File: config.mk
export PLATFORM = sky130hd
export DESIGN_NAME = jesd_rx_link_sync
export DESIGN_NICKNAME = d
export VERILOG_FILES = /design/src/rtl/jesd_pkg.sv /design/src/rtl/jesd_rx_char_detect.sv /design/src/rtl/jesd_rx_link_sync.sv
export SDC_FILE = /design/constraint.sdc
export NUM_CORES = 1
export LEC_CHECK = 0
export CORE_MARGIN = 2
export CORE_UTILIZATION = 37
export DETAILED_ROUTE_END_ITERATION = 7
export DONT_BUFFER_PORTS = 1
export GPL_TIMING_DRIVEN = 0
export PLACE_DENSITY = 0.56
export SLEW_MARGIN = 5
export SYNTH_ARGS = -nofsm -noshare
export SYNTH_HDL_FRONTEND = slang
export SYNTH_HIERARCHICAL = 1
export SYNTH_SLANG_ARGS = --single-unit
File: constraint.sdc
create_clock -name clk -period 5.4 [get_ports clk]
set_input_delay 0.27 -clock clk [delete_from_list [all_inputs] [get_ports clk]]
set_output_delay 0.27 -clock clk [all_outputs]
set_load 0.005 [all_outputs]
File: src/rtl/jesd_pkg.sv
// Shared definitions for the JESD204B-style link layer: control characters,
// link state encoding and initial-lane-alignment geometry.
package jesd_pkg;

    localparam logic [7:0] K_CHAR = 8'hBC;
    localparam logic [7:0] R_CHAR = 8'h1C;
    localparam logic [7:0] A_CHAR = 8'h7C;
    localparam logic [7:0] Q_CHAR = 8'h9C;

    // Encoding is shared with the transmitter's data_ctrl state.
    typedef enum logic [2:0] {
        ST_CGS  = 3'b001,
        ST_ILA  = 3'b010,
        ST_DATA = 3'b100
    } link_state_e;

    localparam int ILA_MF_NUM     = 4;
    localparam int ILA_CFG_OCTETS = 14;

    function automatic logic [7:0] sat_inc8(input logic [7:0] val);
        logic [7:0] res;
        if (val == 8'hFF) begin
            res = 8'hFF;
        end else begin
            res = val + 8'd1;
        end
        return res;
    endfunction

endpackage

File: src/rtl/jesd_rx_char_detect.sv
// Combinational decode of a received 8b/10b character into the link-layer
// control characters of interest.
module jesd_rx_char_detect
    import jesd_pkg::*;
(
    input  logic [7:0] rx_data,
    input  logic       rx_is_k,
    output logic       is_k,
    output logic       is_r,
    output logic       is_a,
    output logic       is_q
);

    assign is_k = rx_is_k && (rx_data == K_CHAR);
    assign is_r = rx_is_k && (rx_data == R_CHAR);
    assign is_a = rx_is_k && (rx_data == A_CHAR);
    assign is_q = rx_is_k && (rx_data == Q_CHAR);

endmodule

File: src/rtl/jesd_rx_link_sync.sv
// Receiver link synchronizer: code-group sync, ILA multiframe validation with
// configuration capture, and user-data pass-through.
module jesd_rx_link_sync
    import jesd_pkg::*;
#(
    parameter int K       = 32,
    parameter int F       = 1,
    parameter int CGS_MIN = 4
) (
    input  logic         clk,
    input  logic         rst,
    input  logic [7:0]   rx_data,
    input  logic         rx_is_k,
    input  logic         rx_valid,
    output logic         sync,
    output logic [2:0]   link_state,
    output logic [1:0]   ila_mf,
    output logic [111:0] ila_cfg,
    output logic         cfg_valid,
    output logic [7:0]   data_out,
    output logic         data_out_valid,
    output logic         err,
    output logic [7:0]   err_cnt
);

    localparam int OCT_W  = $clog2(K * F);
    localparam int KCNT_W = $clog2(CGS_MIN + 1);
    localparam logic [OCT_W-1:0]  OCT_LAST  = OCT_W'(K * F - 1);
    localparam logic [KCNT_W-1:0] KCNT_LAST = KCNT_W'(CGS_MIN - 1);
    localparam logic [1:0]        MF_LAST   = 2'(ILA_MF_NUM - 1);

    logic is_k, is_r, is_a, is_q;

    link_state_e       state, state_nxt;
    logic [KCNT_W-1:0] kcnt, kcnt_nxt;
    logic [OCT_W-1:0]  oct, oct_nxt;
    logic [1:0]        mf_nxt;
    logic              wait_r, wait_nxt;
    logic              cfg_valid_nxt, sync_nxt, dov_nxt, err_nxt, proto_err;
    logic [111:0]      cfg_nxt;
    logic [7:0]        dout_nxt, err_cnt_nxt;

    jesd_rx_char_detect u_char_detect (
        .rx_data (rx_data),
        .rx_is_k (rx_is_k),
        .is_k    (is_k),
        .is_r    (is_r),
        .is_a    (is_a),
        .is_q    (is_q)
    );

    assign link_state = state;

    // Next-state, counter and capture logic; a protocol error overrides every advance.
    always_comb begin
        state_nxt     = state;
        kcnt_nxt      = kcnt;
        oct_nxt       = oct;
        mf_nxt        = ila_mf;
        wait_nxt      = wait_r;
        cfg_valid_nxt = cfg_valid;
        cfg_nxt       = ila_cfg;
        sync_nxt      = sync;
        dout_nxt      = data_out;
        dov_nxt       = 1'b0;
        err_nxt       = 1'b0;
        err_cnt_nxt   = err_cnt;
        proto_err     = 1'b0;

        if (rx_valid) begin
            case (state)
                ST_CGS: begin
                    sync_nxt = 1'b0;
                    if (!is_k) begin
                        kcnt_nxt = '0;
                    end else if (kcnt == KCNT_LAST) begin
                        state_nxt = ST_ILA;
                        sync_nxt  = 1'b1;
                        wait_nxt  = 1'b1;
                        kcnt_nxt  = '0;
                    end else begin
                        kcnt_nxt = kcnt + KCNT_W'(1);
                    end
                end
                ST_ILA: begin
                    if (wait_r) begin
                        // The /R/ that ends the wait is octet 0 of multiframe 0.
                        if (is_r) begin
                            wait_nxt = 1'b0;
                            oct_nxt  = OCT_W'(1);
                            mf_nxt   = 2'd0;
                        end else if (is_k) begin
                            wait_nxt = 1'b1;
                        end else begin
                            proto_err = 1'b1;
                        end
                    end else begin
                        if (oct == '0) begin
                            proto_err = !is_r;
                        end else if (oct == OCT_LAST) begin
                            proto_err = !is_a;
                        end else if (is_r || is_a) begin
                            proto_err = 1'b1;
                        end else if ((ila_mf == 2'd1) && (oct == OCT_W'(1))) begin
                            proto_err = !is_q;
                        end else begin
                            proto_err = 1'b0;
                        end

                        for (int n = 0; n < ILA_CFG_OCTETS; n++) begin
                            if ((ila_mf == 2'd1) && (oct == OCT_W'(n + 2))) begin
                                cfg_nxt[8*n +: 8] = rx_data;
                            end else begin
                                cfg_nxt[8*n +: 8] = ila_cfg[8*n +: 8];
                            end
                        end

                        if (oct == OCT_LAST) begin
                            oct_nxt = '0;
                            if (ila_mf == 2'd1) begin
                                cfg_valid_nxt = 1'b1;
                            end else begin
                                cfg_valid_nxt = cfg_valid;
                            end
                            if (ila_mf == MF_LAST) begin
                                state_nxt = ST_DATA;
                            end else begin
                                mf_nxt = ila_mf + 2'd1;
                            end
                        end else begin
                            oct_nxt = oct + OCT_W'(1);
                        end
                    end
                end
                ST_DATA: begin
                    dout_nxt = rx_data;
                    dov_nxt  = 1'b1;
                    if (!is_k) begin
                        kcnt_nxt = '0;
                    end else if (kcnt == KCNT_LAST) begin
                        proto_err = 1'b1;
                    end else begin
                        kcnt_nxt = kcnt + KCNT_W'(1);
                    end
                end
                default: begin
                    proto_err = 1'b1;
                end
            endcase

            if (proto_err) begin
                state_nxt     = ST_CGS;
                sync_nxt      = 1'b0;
                kcnt_nxt      = '0;
                oct_nxt       = '0;
                mf_nxt        = 2'd0;
                wait_nxt      = 1'b0;
                cfg_valid_nxt = 1'b0;
                cfg_nxt       = ila_cfg;
                dout_nxt      = data_out;
                dov_nxt       = 1'b0;
                err_nxt       = 1'b1;
                err_cnt_nxt   = sat_inc8(err_cnt);
            end else begin
                err_nxt = 1'b0;
            end
        end else begin
            dov_nxt = 1'b0;
            err_nxt = 1'b0;
        end
    end

    // State and output registers.
    always_ff @(posedge clk) begin
        if (rst) begin
            state          <= ST_CGS;
            kcnt           <= '0;
            oct            <= '0;
            ila_mf         <= 2'd0;
            wait_r         <= 1'b0;
            cfg_valid      <= 1'b0;
            ila_cfg        <= 112'd0;
            sync           <= 1'b0;
            data_out       <= 8'd0;
            data_out_valid <= 1'b0;
            err            <= 1'b0;
            err_cnt        <= 8'd0;
        end else begin
            state          <= state_nxt;
            kcnt           <= kcnt_nxt;
            oct            <= oct_nxt;
            ila_mf         <= mf_nxt;
            wait_r         <= wait_nxt;
            cfg_valid      <= cfg_valid_nxt;
            ila_cfg        <= cfg_nxt;
            sync           <= sync_nxt;
            data_out       <= dout_nxt;
            data_out_valid <= dov_nxt;
            err            <= err_nxt;
            err_cnt        <= err_cnt_nxt;
        end
    end

endmodule

==> summary.txt, run 1 <==
STA
  – WHS: 0.0118 ns
  – Slew @ Worst Pin: 1.22 ns
  – Min Tclk post-route: 3.08 ns
  – TNS Setup: 0 ns
  – Final slew viol count: 0
  – Peak Freq: 325 MHz
  – RSZ-0062 raised after global routing: no
  – Setup violations, final: 0
  – Final hold vios: 0
  – Final period utilization: 0.570
  – Clock skew: 0.00757 ns
  – Final setup margin: 2.32 ns
  – Headroom to the max-slew limit: 0.182

GRT
  – Largest net degree at the start of global routing: 17
  – GRT Util Overall: 0.227
  – Antenna violations before repair: 0
  – Vias in the first global route: 5,547
  – First-pass GRT wire length: 31,700 um
  – GRT overflow: 0

Placed design
  – RD Place Congestion: 0.875
  – Placed Area: 0.00668 sq mm
  – DP HPWL: 14,600 um
  – Setup WS pre-CTS: 2.06 ns
  – Port-buffer cells: 0

Critical path
  – R2R cell count: 11
  – Reg-to-reg endpoint: ila_cfg[76]
  – Endpoint class of the critical path: flop
  – Reg2reg setup slack: 2.44 ns
  – Data arrival, critical path: 3.40 ns
  – Critical path type: primary input to flop
  – CP Data Required Time: 5.72 ns
  – Crit path launch type: primary input
  – Critical path's largest stage delay: 1.03 ns
  – Critical path peak fanout: 7
  – Slowest stage cell, crit path: nor4_1
  – Origin of the critical flop-to-flop path: oct[0]
  – Most common cell on crit path: a211oi_1
  – Crit-path cells: or2_1 -> nor4_1 -> a211oi_1 -> a211oi_1 -> o21ai_1 -> o41ai_1

Synthesis
  – Cell Area, Synth: 0.00639 sq mm
  – Async S/R FF share, synth: 0
  – Avg Cell Area, Syn: 8.73 sq um
  – Sequential share of the synthesized area: 0.457
  – Distinct cells, synth: 61
  – Flops & latches, synth: 146
  – Top_reg_cell synth: dfxtp_1
  – Ys Warns: 6
  – Mapped Nets: 756
  – Gate Count Post-Synth: 732
  – Post-synth EDFFs: 0

Routing
  – Drt wl/cell: 20.8 um
  – Post-Route WL: 20,700 um
  – Via density: 5.67
  – # DRC: 0
  – Vias: 5,652
  – Pre-antenna DRT Iters: 5
  – Post-route ant nets: 0
  – DR iter-0 viols: 296

Floorplanning
  – Full die area: 0.0183 sq mm
  – Core area: 0.0171 sq mm
  – Ports: 149
  – Chip Width: 135 um
  – Die H: 135 um
  – Initial Util: 0.374
  – Site Rows: 48

Clock network
  – Setup repair bufs after CTS: 0
  – Clk sink count: 146
  – Latest clock arrival within the worst-skew pair: 0.43 ns
  – CTS tree: done
  – H-Tree Depth: 4
  – CTS Root Cell: clkbuf_16
  – Clock Tree Buf Depth: 2
  – CTS clk-pin slew, worst paths: 0.06 ns
  – CTS Buf Count: 17

Status
  – Status: complete, no violations

Power
  – Leakage: 2.78 nW
  – Switching share of power: 0.230
  – Flop pwr share: 0.478
  – Clock network fraction of total power: 0.495
  – Switch Pwr: 0.000519 W
  – VDD IR max: 0.229 mV
  – Cell-internal power: 0.00173 W
  – Pwr per Cell Area: 308 mW/mm^2
  – Logic gate share of total power: 0.027

Finish
  – Antenna diode count: 0
  – Post-Route Utilization: 0.427
  – Area growth syn-to-layout: 14.3%
  – Nets: 783
  – Share of layout cells above drive strength 1: 0.0947
  – Cell area after layout: 0.00731 sq mm

Flow run
  – Max-cap check violation count: 0

Min path
  – Hold Path Depth: 2
  – Worst min-delay path class: primary input to flop
  – Hold wc startpoint: rx_data[2]
  – Hold Path End: ila_cfg[66]
==> per-stage QoR <==
stage	total power [W]	cells
4_1_cts	0.00227	996
5_1_grt	0.00232	996
6_report	0.00225	996
3_5_place_dp	0.00116	957
3_3_place_gp	0.00115	957
2_1_floorplan	0.00113	732
==> cell usage in the layout (no fill, tap or decap), drive strengths merged, types with 17 or more instances in the layout <==
cell type	Yosys	layout
o21ai	68	68
nor2	49	49
inv	14	17
nand3	83	83
a21oi	75	75
nand2	60	60
buf	18	18
dfxtp	146	146
mux2i	58	58
clkbuf	39	58
==> how the worst max path moves through the flow <==
stage	start	endpoint	slack, ns	cells past startpoint
detailed placement	rx_data[1]	ila_mf[1]	2.06	7
global route	oct[0]	ila_cfg[76]	2.17	11
global placement	rx_data[1]	ila_mf[1]	2.14	7
floorplan	rx_data[1]	ila_cfg[81]	2.74	7
CTS	oct[0]	ila_cfg[76]	2.47	11
finish	rx_data[1]	oct[0]	2.32	6
==> area by class of cell <==
cell class | count | area (sq um)
fill | 1716 | 9810
multi-input combinational | 515 | 3160
sequential | 146 | 2920
clock buffer | 19 | 443
tap | 225 | 282
buffer | 57 | 254
clock inverter | 12 | 108
timing repair buffer | 8 | 80.1
inverter | 14 | 52.6
==> per-layer routing <==
metal / GRT usage / vias up / wire, um
li1: - / 2669 / -
met1: 0.271 / 2716 / 8370
met2: 0.373 / 229 / 9700
met3: 0.0879 / 38 / 2160
met4: 0.0816 / 0 / 469
met5: 0 / - / 0
==> state kept, by name, indices dropped and copies added (netlist names) <==
register / flops
sync: 1
kcnt: 3
cfg_valid: 1
ila_mf: 2
wait_r: 1
link_state: 3
err_cnt: 8
err: 1
oct: 5
data_out: 8
ila_cfg: 112
data_out_valid: 1
==> cell usage after synthesis (all sizes together) (12+ instances only) <==
| master | instances | area share |
|---|---|---|
| buf | 18 | 0.016 |
| mux2i | 58 | 0.091 |
| inv | 14 | 0.0082 |
| ha | 12 | 0.023 |
| clkbuf | 39 | 0.024 |
| dfxtp | 146 | 0.46 |
| nand2 | 60 | 0.035 |
| a21oi | 75 | 0.059 |
| nand3 | 83 | 0.067 |
| nor2 | 49 | 0.030 |
| o21ai | 68 | 0.054 |
==> worst max-delay path, delay by kind of cell <==
kind            cells  cell delay [ns]
simple gates        2             1.26
compound gates      4             1.87
==> kinds of logic (layout without fill, tap and decap cells) <==
| group | count (synthesis) | after routing | share of synthesized area |
|---|---|---|---|
| AND/OR/NAND/NOR | 261 | 261 | 0.206 |
| AO/OA/AOI/OAI | 184 | 184 | 0.175 |
| flip-flops | 146 | 146 | 0.457 |
| buffers and inverters | 71 | 110 | 0.0479 |
| multiplexers | 58 | 58 | 0.0908 |
| adder cells (fa/ha/maj) | 12 | 12 | 0.0235 |
==> power groups by stage <==
stage / sequential [W] / clock, W / combinational (W)
global route: 0.00108 / 0.00117 / 0.0000665
floorplan: 0.00110 / 0 / 0.0000334
detailed placement: 0.00110 / 0 / 0.0000551
CTS: 0.00108 / 0.00113 / 0.0000620
finish: 0.00108 / 0.00111 / 0.0000614
global placement: 0.00110 / 0 / 0.0000532
==> what timing repair did <==
action | CTS | global route
endpoints found under the hold margin | 14 | 0
hold buffers | 8 | 0
resized for setup | 0 | 0
Power figures use the tool's default switching activity.
==> run 2: changes to the inputs <==
==> constraint.sdc (replaced) <==
create_clock -name clk -period 3.2 [get_ports clk]
set_input_delay 0.16 -clock clk [delete_from_list [all_inputs] [get_ports clk]]
set_output_delay 0.16 -clock clk [all_outputs]
set_load 0.005 [all_outputs]
==> run 2 against run 1 <==
  * Critical path depth unchanged
  * Critical endpoint unchanged
  * Sequential power rose by 69%
  * Via count shrank 0.88%
  * Wire length grew 0.16%
  * Count of clock-buffer cells in the layout is the same
==> summary.txt, run 2 (synthesized netlist as in run 1, its figures left out) <==
Status
  – Status: complete, no violations

Critical path
  – Data arrival, critical path: 3.28 ns
  – Origin of the critical flop-to-flop path: oct[0]
  – Critical path peak fanout: 7
  – Most common cell on crit path: a211oi_1
  – Critical path type: primary input to flop
  – R2R cell count: 11
  – Crit-path cells: or2_1 -> nor4_1 -> a211oi_1 -> a211oi_1 -> o21ai_1 -> o41ai_1
  – Crit path launch type: primary input
  – Reg-to-reg endpoint: ila_cfg[13]
  – Slowest stage cell, crit path: nor4_1
  – Endpoint class of the critical path: flop
  – Critical path's largest stage delay: 1.02 ns
  – CP Data Required Time: 3.52 ns
  – Reg2reg setup slack: 0.28 ns
  – Setup crit start: rx_data[1]

Power
  – Pwr per Cell Area: 521 mW/mm^2
  – Switch Pwr: 0.000879 W
  – Clock network fraction of total power: 0.494
  – Switching share of power: 0.231
  – VDD IR max: 0.386 mV
  – Logic gate share of total power: 0.028
  – Flop pwr share: 0.478
  – Cell-internal power: 0.00293 W
  – Leakage: 2.78 nW
  – Total power: 0.00380 W

Routing
  – Pre-antenna DRT Iters: 7
  – # DRC: 0
  – DR iter-0 viols: 343
  – Routed wl met2: 9660 um
  – Met3 Wirelength: 2010 um
  – Max layer used: met4
  – Met1 wire length: 8610 um
  – Drt wl/cell: 20.8 um
  – Via density: 5.62
  – Vias: 5,602
  – Post-route ant nets: 0
  – Post-Route WL: 20,700 um

Finish
  – Max FFs per register: 112
  – Antenna diode count: 0
  – Cell area after layout: 0.00731 sq mm
  – Most frequent cells in the layout: dfxtp_1 (146), nand3_1 (81), a21oi_1 (75), o21ai_0 (65), nand2_1 (60)
  – Largest registers: ila_cfg (112), data_out (8), err_cnt (8)
  – Area growth syn-to-layout: 14.3%
  – Largest Register: ila_cfg
  – Nets: 783
  – Share of layout cells above drive strength 1: 0.0960
  – Most common cell after layout, fill and taps aside: dfxtp_1

GRT
  – Vias in the first global route: 5,545
  – First-pass GRT wire length: 31,800 um
  – GRT Util Overall: 0.228
  – Antenna violations before repair: 0
  – GRT overflow: 0
  – Largest net degree at the start of global routing: 17

Clock network
  – Clock Tree Buf Depth: 2
  – CTS Root Cell: clkbuf_16
  – H-Tree Depth: 4
  – Clk sink count: 146
  – CTS Buf Count: 17
  – CTS clk-pin slew, worst paths: 0.06 ns
  – Latest clock arrival within the worst-skew pair: 0.43 ns
  – CTS tree: done
  – Setup repair bufs after CTS: 0

STA
  – Min Tclk post-route: 2.96 ns
  – RSZ-0062 raised after global routing: no
  – WHS: 0.186 ns
  – Peak Freq: 338 MHz
  – Clock skew: 0.00710 ns
  – Headroom to the max-slew limit: 0.189
  – Final hold vios: 0
  – TNS Setup: 0 ns
  – Slew @ Worst Pin: 1.21 ns
  – Final slew viol count: 0
  – Setup violations, final: 0
  – Final period utilization: 0.926

Placed design
  – RD Place Congestion: 0.875
  – DP HPWL: 14,600 um
  – Placed Area: 0.00668 sq mm
  – Port-buffer cells: 0

Floorplanning
  – Die H: 135 um
  – Full die area: 0.0183 sq mm
  – Chip Width: 135 um
  – Core area: 0.0171 sq mm
  – Site Rows: 48
  – Ports: 149
  – Initial Util: 0.374

Min path
  – Hold wc startpoint: rx_data[4]
  – Hold Path End: kcnt[2]
  – Worst min-delay path class: primary input to flop
  – Hold Path Depth: 4

Flow run
  – Max-cap check violation count: 0
[run 2: cell counts in the layout (fill, tap and decap cells not counted)]
No cell type changed its count.
[run 2: per-layer routing]
layer,vias to the layer above,GRT usage
li1,2671,-
met1,2693,0.274
met2,204,0.373
met3,34,0.0879
met4,0,0.0833
met5,-,0
[run 2: cell type report]
cell class	instances	area, sq um
Buffer	57	255
Clock buffer	19	443
Sequential cell	146	2920
Multi-Input combinational cell	515	3160
Tap cell	225	282
Fill cell	1715	9810
Timing Repair Buffer	8	80.1
Inverter	14	52.6
Clock inverter	12	108
[run 2: critical path: cells and delay by family]
family / cells / cell delay (ns)
compound gates: 4 / 1.86
simple gates: 2 / 1.25
[run 2: power by group through the flow]
| stage | combinational (W) | sequential (W) | clock (W) |
|---|---|---|---|
| CTS | 0.000108 | 0.00182 | 0.00191 |
| global placement | 0.0000898 | 0.00186 | 0 |
| global route | 0.000115 | 0.00182 | 0.00198 |
| detailed placement | 0.0000930 | 0.00186 | 0 |
| finish | 0.000107 | 0.00182 | 0.00188 |
| floorplan | 0.0000564 | 0.00186 | 0 |
[run 2: metrics by stage]
step           utilization  worst slack [ns]  instances
6_report             0.427             0.238        996
2_1_floorplan            -             0.645        732
4_1_cts              0.427             0.274        996
3_5_place_dp         0.390           -0.0326        957
5_1_grt              0.427           0.00236        996
3_3_place_gp         0.390            0.0508        957
[run 2: worst max path at each step]
| stage | end | slack, ns | cells past startpoint |
|---|---|---|---|
| after floorplan | ila_cfg[81] | 0.65 | 7 |
| after global placement | ila_mf[1] | 0.05 | 7 |
| after detailed placement | ila_mf[1] | -0.03 | 7 |
| after CTS | ila_cfg[76] | 0.27 | 11 |
| after global routing | ila_cfg[44] | 0.002 | 11 |
| final | oct[0] | 0.24 | 6 |
[run 2: repair_timing]
item / in CTS / in global routing
hold endpoints to repair: 40 / 0
endpoints found under the setup margin: 0 / 6
hold buffers: 8 / 0
gates resized for setup: 0 / 3
==> run 3: changes to the inputs <==
--- a/config.mk
+++ b/config.mk
@@ -5,12 +5,16 @@
 export SDC_FILE = /design/constraint.sdc
 export NUM_CORES = 1
 export LEC_CHECK = 0
+export ABC_AREA = 1
+export CAP_MARGIN = 10
+export CELL_PAD_IN_SITES_DETAIL_PLACEMENT = 2
+export CELL_PAD_IN_SITES_GLOBAL_PLACEMENT = 2
 export CORE_MARGIN = 2
-export CORE_UTILIZATION = 37
+export CORE_UTILIZATION = 34
 export DETAILED_ROUTE_END_ITERATION = 7
 export DONT_BUFFER_PORTS = 1
 export GPL_TIMING_DRIVEN = 0
-export PLACE_DENSITY = 0.56
+export PLACE_DENSITY = 0.84
 export SLEW_MARGIN = 5
 export SYNTH_ARGS = -nofsm -noshare
 export SYNTH_HDL_FRONTEND = slang
==> run 3 against run 2 <==
  * Core utilization is 2.7 points lower
  * Maximum frequency is 0.67% higher
  * Clock power is 11% higher
  * Synthesized area is 5.6% higher
  * Via count is 15% higher
  * Combinational power grew to 11 times the previous value
  * Global-route usage is 1.4 points higher
  * Design area is 6.5% higher
  * Largest cell class is now flip-flops and latches
  * Synthesized cell count is 38% higher
  * Critical endpoint is now ila_cfg[3]
  * Flip-flop and latch count stayed put
==> summary.txt, run 3 <==
Synthesis
  – Mapped Nets: 1,033
  – Post-synth EDFFs: 0
  – Top_reg_cell synth: dfxtp_1
  – Commonest cells post-synth: inv_1 (247), nand2_1 (180), dfxtp_1 (146)
  – Distinct cells, synth: 33
  – Ys Warns: 6
  – Async S/R FF share, synth: 0
  – Top-count cell post-synth: inv_1
  – Cell Area, Synth: 0.00675 sq mm
  – Avg Cell Area, Syn: 6.69 sq um
  – Area leader, netlist: dfxtp_1
  – Flops & latches, synth: 146
  – Largest cells by area after synthesis: dfxtp_1 (43%), inv_1 (14%), nand2_1 (10%)
  – Synth top area share: 0.433
  – Gate Count Post-Synth: 1,009
  – Sequential share of the synthesized area: 0.433

GRT
  – GRT overflow: 0
  – Antenna violations before repair: 0
  – GRT Util Overall: 0.242
  – First-pass GRT wire length: 40,000 um
  – Largest net degree at the start of global routing: 17
  – Vias in the first global route: 7,081

STA
  – Peak Freq: 340 MHz
  – Setup violations, final: 0
  – Slew @ Worst Pin: 0.810 ns
  – RSZ-0062 raised after global routing: no
  – Min Tclk post-route: 2.94 ns
  – TNS Setup: 0 ns
  – Final slew viol count: 0
  – Final hold vios: 0
  – Clock skew: 0.0122 ns
  – Headroom to the max-slew limit: 0.460
  – Final period utilization: 0.919
  – Final setup margin: 0.258 ns

Power
  – Pwr per Cell Area: 665 mW/mm^2
  – VDD IR max: 0.326 mV
  – Total power: 0.00517 W
  – Leakage: 3.32 nW

Routing
  – # DRC: 0
  – Routed wl met2: 12,400 um
  – Via density: 4.89
  – Met3 Wirelength: 1810 um
  – Max layer used: met4
  – Post-route ant nets: 0
  – Drt wl/cell: 19.1 um
  – Pre-antenna DRT Iters: 4
  – Post-Route WL: 25,100 um
  – Met1 wire length: 10,400 um
  – Vias: 6,435
  – DR iter-0 viols: 249

Finish
  – Area growth syn-to-layout: 15.2%
  – Multi-input combinational cell area: 0.00265 sq mm
  – Fill cells: 2,400
  – Reg area: 0.00292 sq mm
  – Largest Register: ila_cfg
  – Most common cell after layout, fill and taps aside: inv_1
  – Max FFs per register: 112
  – Nets: 1,062
  – Share of layout cells above drive strength 1: 0.0666
  – Layout Cells excl Fill: 1,316
  – Largest registers: ila_cfg (112), data_out (8), err_cnt (8)
  – Cell area after layout: 0.00778 sq mm
  – Most frequent cells in the layout: inv_1 (247), nand2_1 (180), dfxtp_1 (146), nor2_1 (133), o21ai_0 (118)
  – Antenna diode count: 0

Clock network
  – H-Tree Depth: 4
  – CTS Buf Count: 17
  – Clock Tree Buf Depth: 2
  – CTS clk-pin slew, worst paths: 0.06 ns
  – Clk sink count: 146
  – CTS Root Cell: clkbuf_16
  – CTS tree: done
  – Latest clock arrival within the worst-skew pair: 0.43 ns

Placed design
  – RD Place Congestion: 0.811
  – DP HPWL: 16,600 um
  – Setup WS pre-CTS: 0.203 ns
  – Placed cells: 1,274
  – Port-buffer cells: 0
  – Placed Area: 0.00708 sq mm

Critical path
  – Critical path type: flop to flop
  – Setup crit start: oct[0]
  – Endpoint class of the critical path: flop
  – R2R cell count: 14
  – Data arrival, critical path: 3.24 ns
  – Critical path peak fanout: 10
  – Reg-to-reg endpoint: ila_cfg[3]
  – Reg2reg setup slack: 0.26 ns
  – CP Data Required Time: 3.50 ns
  – Origin of the critical flop-to-flop path: oct[0]
  – Crit path launch type: flop

Min path
  – Hold wc startpoint: rst
  – Worst min-delay path class: primary input to flop
  – Hold Path Depth: 2
  – Hold Path End: kcnt[1]

Floorplanning
  – Chip Width: 145 um
  – Site Rows: 51
  – Core area: 0.0195 sq mm
  – Ports: 149
  – Die H: 145 um
  – Full die area: 0.0210 sq mm
  – Initial Util: 0.347

Status
  – Status: complete, no violations

Flow run
  – Max-cap check violation count: 0
## run 3: stage by stage
| step | hold slack (ns) | utilization |
|---|---|---|
| after floorplan | 0.323 | - |
| after global placement | 0.329 | 0.364 |
| after detailed placement | 0.342 | 0.364 |
| after CTS | 0.148 | 0.399 |
| after global routing | 0.190 | 0.400 |
| final | 0.148 | 0.400 |
## run 3: what timing repair did
action,4_1_cts,5_1_grt
setup buffers,0,2
hold buffers,8,0
endpoints found under the setup margin,0,35
resized for setup,0,1
hold endpoints to repair,40,0
## run 3: final cells by class
class                   count  area share
multi-input cells         568       0.341
inverters                 249       0.120
plain buffers              46      0.0314
flip-flops and latches    146       0.376
repair buffers             10      0.0122
clock inverters            15      0.0220
clock buffers              17      0.0547
well taps                 265      0.0426
## run 3: power by group
part | internal, W | switching [W] | leakage (nW)
sequential | 0.00188 | 0.0000706 | 1.18
combinational | 0.000337 | 0.000805 | 1.86
clock | 0.00117 | 0.000907 | 0.285
## run 3: layer usage
| layer | track usage | vias to the layer above |
|---|---|---|
| li1 | - | 3076 |
| met1 | 0.279 | 3165 |
| met2 | 0.422 | 158 |
| met3 | 0.0818 | 36 |
| met4 | 0.0802 | 0 |
| met5 | 0 | - |
## run 3: how the worst max path moves through the flow
stage | cells after the start | slack, ns | to
2_1_floorplan | 18 | 0.95 | ila_cfg[81]
3_3_place_gp | 14 | 0.27 | ila_cfg[43]
3_5_place_dp | 14 | 0.20 | ila_cfg[33]
4_1_cts | 14 | 0.16 | ila_cfg[3]
5_1_grt | 16 | 0.01 | ila_cfg[20]
6_report | 14 | 0.26 | ila_cfg[3]
## run 3: cell families after synthesis
family	count (synthesis)	share of synthesized area
xor+xnor	4	0.00519
simple gates	384	0.238
compound gates	168	0.127
fa+ha+maj	12	0.0222
flops	146	0.433
buf+inv	295	0.175
## run 3: critical path, cell delays in order, from the launching register on
cell and delay [ns]:
dfxtp_1 0.41, ha_1 0.23, inv_1 0.07, nor2_1 0.18, ha_2 0.30, nand2_1 0.07, nand2_1 0.06, nand2_1 0.05
nand2_1 0.09, nand2_2 0.09, nand2_2 0.25, nand4_1 0.35, buf_2 0.31, o21ai_0 0.26, nor2_1 0.10
